File: src/rtl/gps_uart_tx.sv
// gps_uart_tx - 8N1 UART transmitter (LSB first) with two selectable baud rates.
//
// Sink for the GPS configuration sequencer. A byte is accepted with the
// send/busy handshake and is shifted out as start bit, 8 data bits and a stop
// bit. Each bit lasts DIV clocks, where DIV is CLK_HZ/BAUD rounded to the
// nearest integer. The divisor is captured at accept time, so a frame always
// completes at the rate it started with. A speed change is only taken in IDLE.
// When a speed mismatch and a send occur in the same IDLE cycle, the speed
// change is taken and the send is dropped.
//
// Optional feature (macro GPS_UART_TX_SWITCH_GUARD_EN):
//   When the macro is defined, every speed switch is followed by a GUARD
//   phase. GUARD holds busy=1 and tx=1 for 10 bit periods at the new rate.
//   When the macro is not defined, there is no GUARD phase and a send is
//   accepted on the cycle right after the switch.
//
// Parameters:
//   CLK_HZ    system clock frequency in Hz
//   BAUD_LO   baud rate when speed = 0
//   BAUD_HI   baud rate when speed = 1
// Ports:
//   clk        in   system clock, rising edge
//   rst        in   asynchronous reset, active low
//   data[7:0]  in   byte to send, sampled in the accept cycle only
//   send       in   transmit request
//   busy       out  frame or guard in progress (registered)
//   req_speed  in   requested baud select (0 = LO, 1 = HI)
//   cur_speed  out  baud select in effect
//   tx         out  serial line, idle high (registered)
module gps_uart_tx #(
  parameter int unsigned CLK_HZ  = 50_000_000,
  parameter int unsigned BAUD_LO = 9600,
  parameter int unsigned BAUD_HI = 115200
) (
  input  logic       clk,
  input  logic       rst,
  input  logic [7:0] data,
  input  logic       send,
  output logic       busy,
  input  logic       req_speed,
  output logic       cur_speed,
  output logic       tx
);

  localparam int unsigned DIV_LO = (CLK_HZ + BAUD_LO / 2) / BAUD_LO;
  localparam int unsigned DIV_HI = (CLK_HZ + BAUD_HI / 2) / BAUD_HI;

  if (DIV_LO < 2 || DIV_LO > 65535) begin : g_bad_div_lo
    $error("gps_uart_tx: DIV_LO must be in 2..65535");
  end
  if (DIV_HI < 2 || DIV_HI > 65535) begin : g_bad_div_hi
    $error("gps_uart_tx: DIV_HI must be in 2..65535");
  end

  // The counter counts down from DIV-1 to 0, so a bit lasts DIV clocks.
  localparam logic [15:0] LOAD_LO = 16'(DIV_LO - 1);
  localparam logic [15:0] LOAD_HI = 16'(DIV_HI - 1);

  typedef enum logic [2:0] {
    S_IDLE,
    S_START,
    S_DATA,
    S_STOP
`ifdef GPS_UART_TX_SWITCH_GUARD_EN
    , S_GUARD
`endif
  } state_t;

  state_t      r_state, w_state_nx;
  logic [15:0] r_cnt,   w_cnt_nx;
  logic [15:0] r_load,  w_load_nx;
  logic [3:0]  r_bit,   w_bit_nx;
  logic [7:0]  r_shift, w_shift_nx;
  logic        r_speed, w_speed_nx;
  logic        r_tx,    w_tx_nx;
  logic        r_busy,  w_busy_nx;
  logic        w_cnt_zero;

  always_ff @(posedge clk or negedge rst) begin
    if (!rst) begin
      r_state <= S_IDLE;
      r_cnt   <= '0;
      r_load  <= '0;
      r_bit   <= '0;
      r_shift <= '0;
      r_speed <= 1'b0;
      r_tx    <= 1'b1;
      r_busy  <= 1'b0;
    end else begin
      r_state <= w_state_nx;
      r_cnt   <= w_cnt_nx;
      r_load  <= w_load_nx;
      r_bit   <= w_bit_nx;
      r_shift <= w_shift_nx;
      r_speed <= w_speed_nx;
      r_tx    <= w_tx_nx;
      r_busy  <= w_busy_nx;
    end
  end

  // The next-state logic also computes the tx and busy values for the next
  // cycle. These values are registered, so the state and the outputs change
  // on the same clock edge.
  always_comb begin
    w_state_nx = r_state;
    w_cnt_nx   = r_cnt;
    w_load_nx  = r_load;
    w_bit_nx   = r_bit;
    w_shift_nx = r_shift;
    w_speed_nx = r_speed;
    w_tx_nx    = r_tx;
    w_busy_nx  = r_busy;
    w_cnt_zero = (r_cnt == '0);

    unique case (r_state)
      S_IDLE: begin
        w_tx_nx   = 1'b1;
        w_busy_nx = 1'b0;
        if (req_speed != r_speed) begin
          w_speed_nx = req_speed;
`ifdef GPS_UART_TX_SWITCH_GUARD_EN
          w_state_nx = S_GUARD;
          w_busy_nx  = 1'b1;
          w_load_nx  = req_speed ? LOAD_HI : LOAD_LO;
          w_cnt_nx   = w_load_nx;
          w_bit_nx   = '0;
`endif
        end else if (send) begin
          w_state_nx = S_START;
          w_shift_nx = data;
          w_tx_nx    = 1'b0;
          w_busy_nx  = 1'b1;
          w_load_nx  = r_speed ? LOAD_HI : LOAD_LO;
          w_cnt_nx   = w_load_nx;
          w_bit_nx   = '0;
        end
      end

      S_START: begin
        if (w_cnt_zero) begin
          w_state_nx = S_DATA;
          w_tx_nx    = r_shift[0];
          w_shift_nx = {1'b0, r_shift[7:1]};
          w_cnt_nx   = r_load;
        end else begin
          w_cnt_nx = r_cnt - 16'd1;
        end
      end

      S_DATA: begin
        if (w_cnt_zero) begin
          w_cnt_nx = r_load;
          if (r_bit == 4'd7) begin
            w_state_nx = S_STOP;
            w_tx_nx    = 1'b1;
          end else begin
            w_bit_nx   = r_bit + 4'd1;
            w_tx_nx    = r_shift[0];
            w_shift_nx = {1'b0, r_shift[7:1]};
          end
        end else begin
          w_cnt_nx = r_cnt - 16'd1;
        end
      end

      S_STOP: begin
        if (w_cnt_zero) begin
          w_state_nx = S_IDLE;
          w_tx_nx    = 1'b1;
          w_busy_nx  = 1'b0;
        end else begin
          w_cnt_nx = r_cnt - 16'd1;
        end
      end

`ifdef GPS_UART_TX_SWITCH_GUARD_EN
      // The guard lasts 10 bit periods and r_bit counts them. A single
      // 10*DIV count would not fit in the 16-bit counter.
      S_GUARD: begin
        w_tx_nx = 1'b1;
        if (w_cnt_zero) begin
          w_cnt_nx = r_load;
          if (r_bit == 4'd9) begin
            w_state_nx = S_IDLE;
            w_busy_nx  = 1'b0;
          end else begin
            w_bit_nx = r_bit + 4'd1;
          end
        end else begin
          w_cnt_nx = r_cnt - 16'd1;
        end
      end
`endif

      default: begin
        w_state_nx = S_IDLE;
        w_tx_nx    = 1'b1;
        w_busy_nx  = 1'b0;
      end
    endcase
  end

  assign busy      = r_busy;
  assign tx        = r_tx;
  assign cur_speed = r_speed;

endmodule

File: config.mk
export PLATFORM = sky130hd
export DESIGN_NAME = gps_uart_tx
export DESIGN_NICKNAME = d
export VERILOG_FILES = /design/src/rtl/gps_uart_tx.sv
export SDC_FILE = /design/constraint.sdc
export NUM_CORES = 1
export LEC_CHECK = 0
export ABC_AREA = 1
export ABC_CLOCK_PERIOD_IN_PS = 2600
export CAP_MARGIN = 20
export CELL_PAD_IN_SITES_DETAIL_PLACEMENT = 0
export CELL_PAD_IN_SITES_GLOBAL_PLACEMENT = 1
export CORE_MARGIN = 2
export CORE_UTILIZATION = 46
export DETAILED_ROUTE_END_ITERATION = 10
export GPL_ROUTABILITY_DRIVEN = 0
export PLACE_DENSITY = 0.95
export SLEW_MARGIN = 40
export SYNTH_ARGS = -nofsm -noshare
export SYNTH_HDL_FRONTEND = slang
export SYNTH_SLANG_ARGS = --single-unit
File: constraint.sdc
create_clock -name clk -period 2.6 [get_ports clk]
set_input_delay 0.39 -clock clk [delete_from_list [all_inputs] [get_ports clk]]
set_output_delay 0.39 -clock clk [all_outputs]
set_load 0.05 [all_outputs]
==> impl_results.md <==
- Post-Syn Area per Cell: 6.76 µm²
- Vias in the first global route: 2076
- Pwr dens: about 1300 nW/µm²
- Clock Tree Root: clkbuf_8
- Drt wl/cell: roughly 12 µm
- Total GRT Usage: 19.9%
- Met1 WL: 2740 µm
- Top Metal Used: met4
- Maxcap violations: 0
- Crit-path max cell delay: 0.79 ns
- Cell Rows: 26
- Worst-Skew Late Latency: 0.28 ns
- Critical path class: register to output pin
- Crit-path leading delay family: buffers and inverters
- CP arrival: 1.61 ns
- Setup_tns: 0 ns
- Worst Path Max Fanout: 2
- Worst VDD drop: 0.00101 V
- RSZ-0062 raised after global routing: no
- Hold-fix buffers at CTS: 0
- Clk slew on worst S/H paths: 0.07 ns
- Initial Util: 48.5%
- Antenna-violating nets left: 0
- WL met2: 2630 µm
- Switching share of power: between 50% and 60%
- Synth top area cells: dfrtp_1 35%, nand2_1 23%, inv_1 6.1%
- DR vias: 2241
- Sequential share of the synthesized area: 36.0%
- Fin nets: 404
- Via density: between 4 and 5
- Post-cts sizing count: 0
- Remaining DRCs: 0
- CP startpoint kind: register
- Top post-synthesis cells by count: 154 x nand2_1, 41 x inv_1, 35 x dfrtp_1
- Flop pwr share: 27.4%
- Final Cell Area: 2770 µm²
- WL final: 5600 µm
- Total CTS buffers: 5
- P_leak: between 0.001 and 0.0015 µW
- Worst Tran Pin Value: ~0.51 ns
- Post-synth EDFFs: 0
- Most repeated cell in the gate-level netlist after synthesis: nand2_1
- Syn. warnings: 0
- CP required: 2.21 ns
- Die height: 77.8 µm
- First-pass GRT wire length: 9790 µm
- Synth-to-Final Area Change: 10.3%
- CTS HTree Levels: 2
- Critical-path cell list: clkdlybuf4s50_1
- DRT Pass-1 Iters: 4
- Postcts setup bufs: 0
- Initial antenna violation count: 0
- DR WL met3: 211 µm
- DRT iter0 DRCs: 138
- Synth Flop Type: dfrtp_1
- Die width: ~78 µm
- Final HPWL DP: slightly above 4000 µm
- Largest net degree at the start of global routing: 37
- Relative slew slack: 65.9%
- Asr flop ratio synth: 100%
- Final period util: approximately three quarters
- Top cell type's share of synthesized area: around a third
- Fin. max-slew vios: 0
- Crit end category: output pin
- Setup Skew: 0.00508 ns
- Synth area leader: dfrtp_1
- Mapped Cells: 371
- ANT cells: 0
- Gr ovfl total: 0
- Post-synth cell types: 30
- Clock power frac: 10.8%
- Final setup fails: 0
- Part of the power in combinational logic: 61.8%
- Internal power: approximately 1700 µW
- Yosys reg bits: 36
- Layout cells sized above 1: 8.05%
- Clock sinks: 36
- Cell Area, Placed: around 2700 µm²
- FF-to-FF setup slack: approximately 0.62 ns
- Crit path time final: roughly 2.0 ns
- Sw power: 1890 µW
- Post-Syn Nets: slightly below 400
- Mapped cell area: 2510 µm²
- I/O Buffers: 14
- Ports: 15
- Min-delay worst type: input port to async pin
- Slowest CP cell: clkdlybuf4s50_1
- TritonCTS clock tree: done
- Final hold vios: 0
- Core footprint: between 5000 and 6000 µm²
- Largest buffer count on any clock path: 2
- Status: finished, final reports clean
- Fmax: 500 MHz
- Total die area: between 6000 and 7000 µm²
- WP buf/inv: 1
## sequential cells by signal, indices dropped and copies added, names as in the netlist
register / flops
busy: 1
cur_speed: 1
r_bit: 4
r_cnt: 16
r_load: 3
r_shift: 8
r_state: 2
tx: 1
## layout by cell type (no fill, tap or decap)
cell type          n
clkbuf_8           5
nand3_2            2
o22ai_1            1
o21ai_1            3
inv_1             41
o21ai_2            3
nor2_1            30
xor2_1             5
nor2_2             4
nand2_4            3
nor2_4             2
a21oi_1            6
nand2_2            3
nand4_1            2
o21ai_0           21
nand3_1           28
nand2_1          154
dfstp_2            1
a22oi_4            1
or2_2              3
o211ai_1           1
a21oi_4            1
buf_4              1
ha_1               8
xnor2_1            1
o31ai_4            1
o21a_1             1
clkinv_2           1
dfrtp_1           35
clkbuf_1           2
clkdlybuf4s50_1   13
a31oi_1            2
## power by group through the flow
stage          clock [µW]  combinational, µW  sequential, µW
2_1_floorplan           0               1690            1020
3_3_place_gp            0               2190             986
3_5_place_dp            0               2220             990
4_1_cts               401               2230             982
5_1_grt               426               2540            1010
6_report              388               2220             983
## area by class of cell
cell class	count	area (µm²)
fillers	530	2410
multi-input cells	286	1400
flip-flops and latches	36	902
inverters	41	154
repair buffers	14	138
well taps	70	87.6
clock buffers	7	76.3
clock inverters	1	5.00
## logic make-up after synthesis
| logic type | Yosys count | synth area share (%) |
|---|---|---|
| buffers and inverters | 49 | 8.03 |
| AOI/OAI and AO/OA | 41 | 10.7 |
| DFF | 36 | 36.0 |
| and+or+nand+nor | 231 | 39.2 |
| adders and majority gates | 8 | 3.99 |
| xor gates and xnor gates | 6 | 2.10 |
## layer usage
metal  vias up  GRT usage, %
met4         0          3.75
li1       1183             -
met5         -             0
met3         2          3.49
met1      1013          27.7
met2        43          32.6
## per-stage QoR
stage	hold slack [ns]	cells	utilization [%]	setup WS, ns	total power [µW]
floorplan	0.0944	371	-	0.931	2710
global placement	0.437	447	51.9	0.495	3180
detailed placement	0.447	447	51.9	0.450	3210
CTS	0.224	455	53.4	0.590	3610
global route	0.0933	455	53.5	0.427	3980
finish	0.0541	455	53.5	0.601	3590
## path summary, 6_finish.rpt
| path | from | endpoint | depth (start not counted) |
|---|---|---|---|
| max reg2reg | r_state[0] | r_bit[2] | 7 |
| min in group clk | r_load[4] | r_load[4] | 2 |
| max in group asynchronous | rst | tx | 1 |
| max | tx | tx | 1 |
| min reg2reg | r_load[4] | r_load[4] | 2 |
| min | rst | r_cnt[14] | 1 |
(Power assumes the default switching activity.)
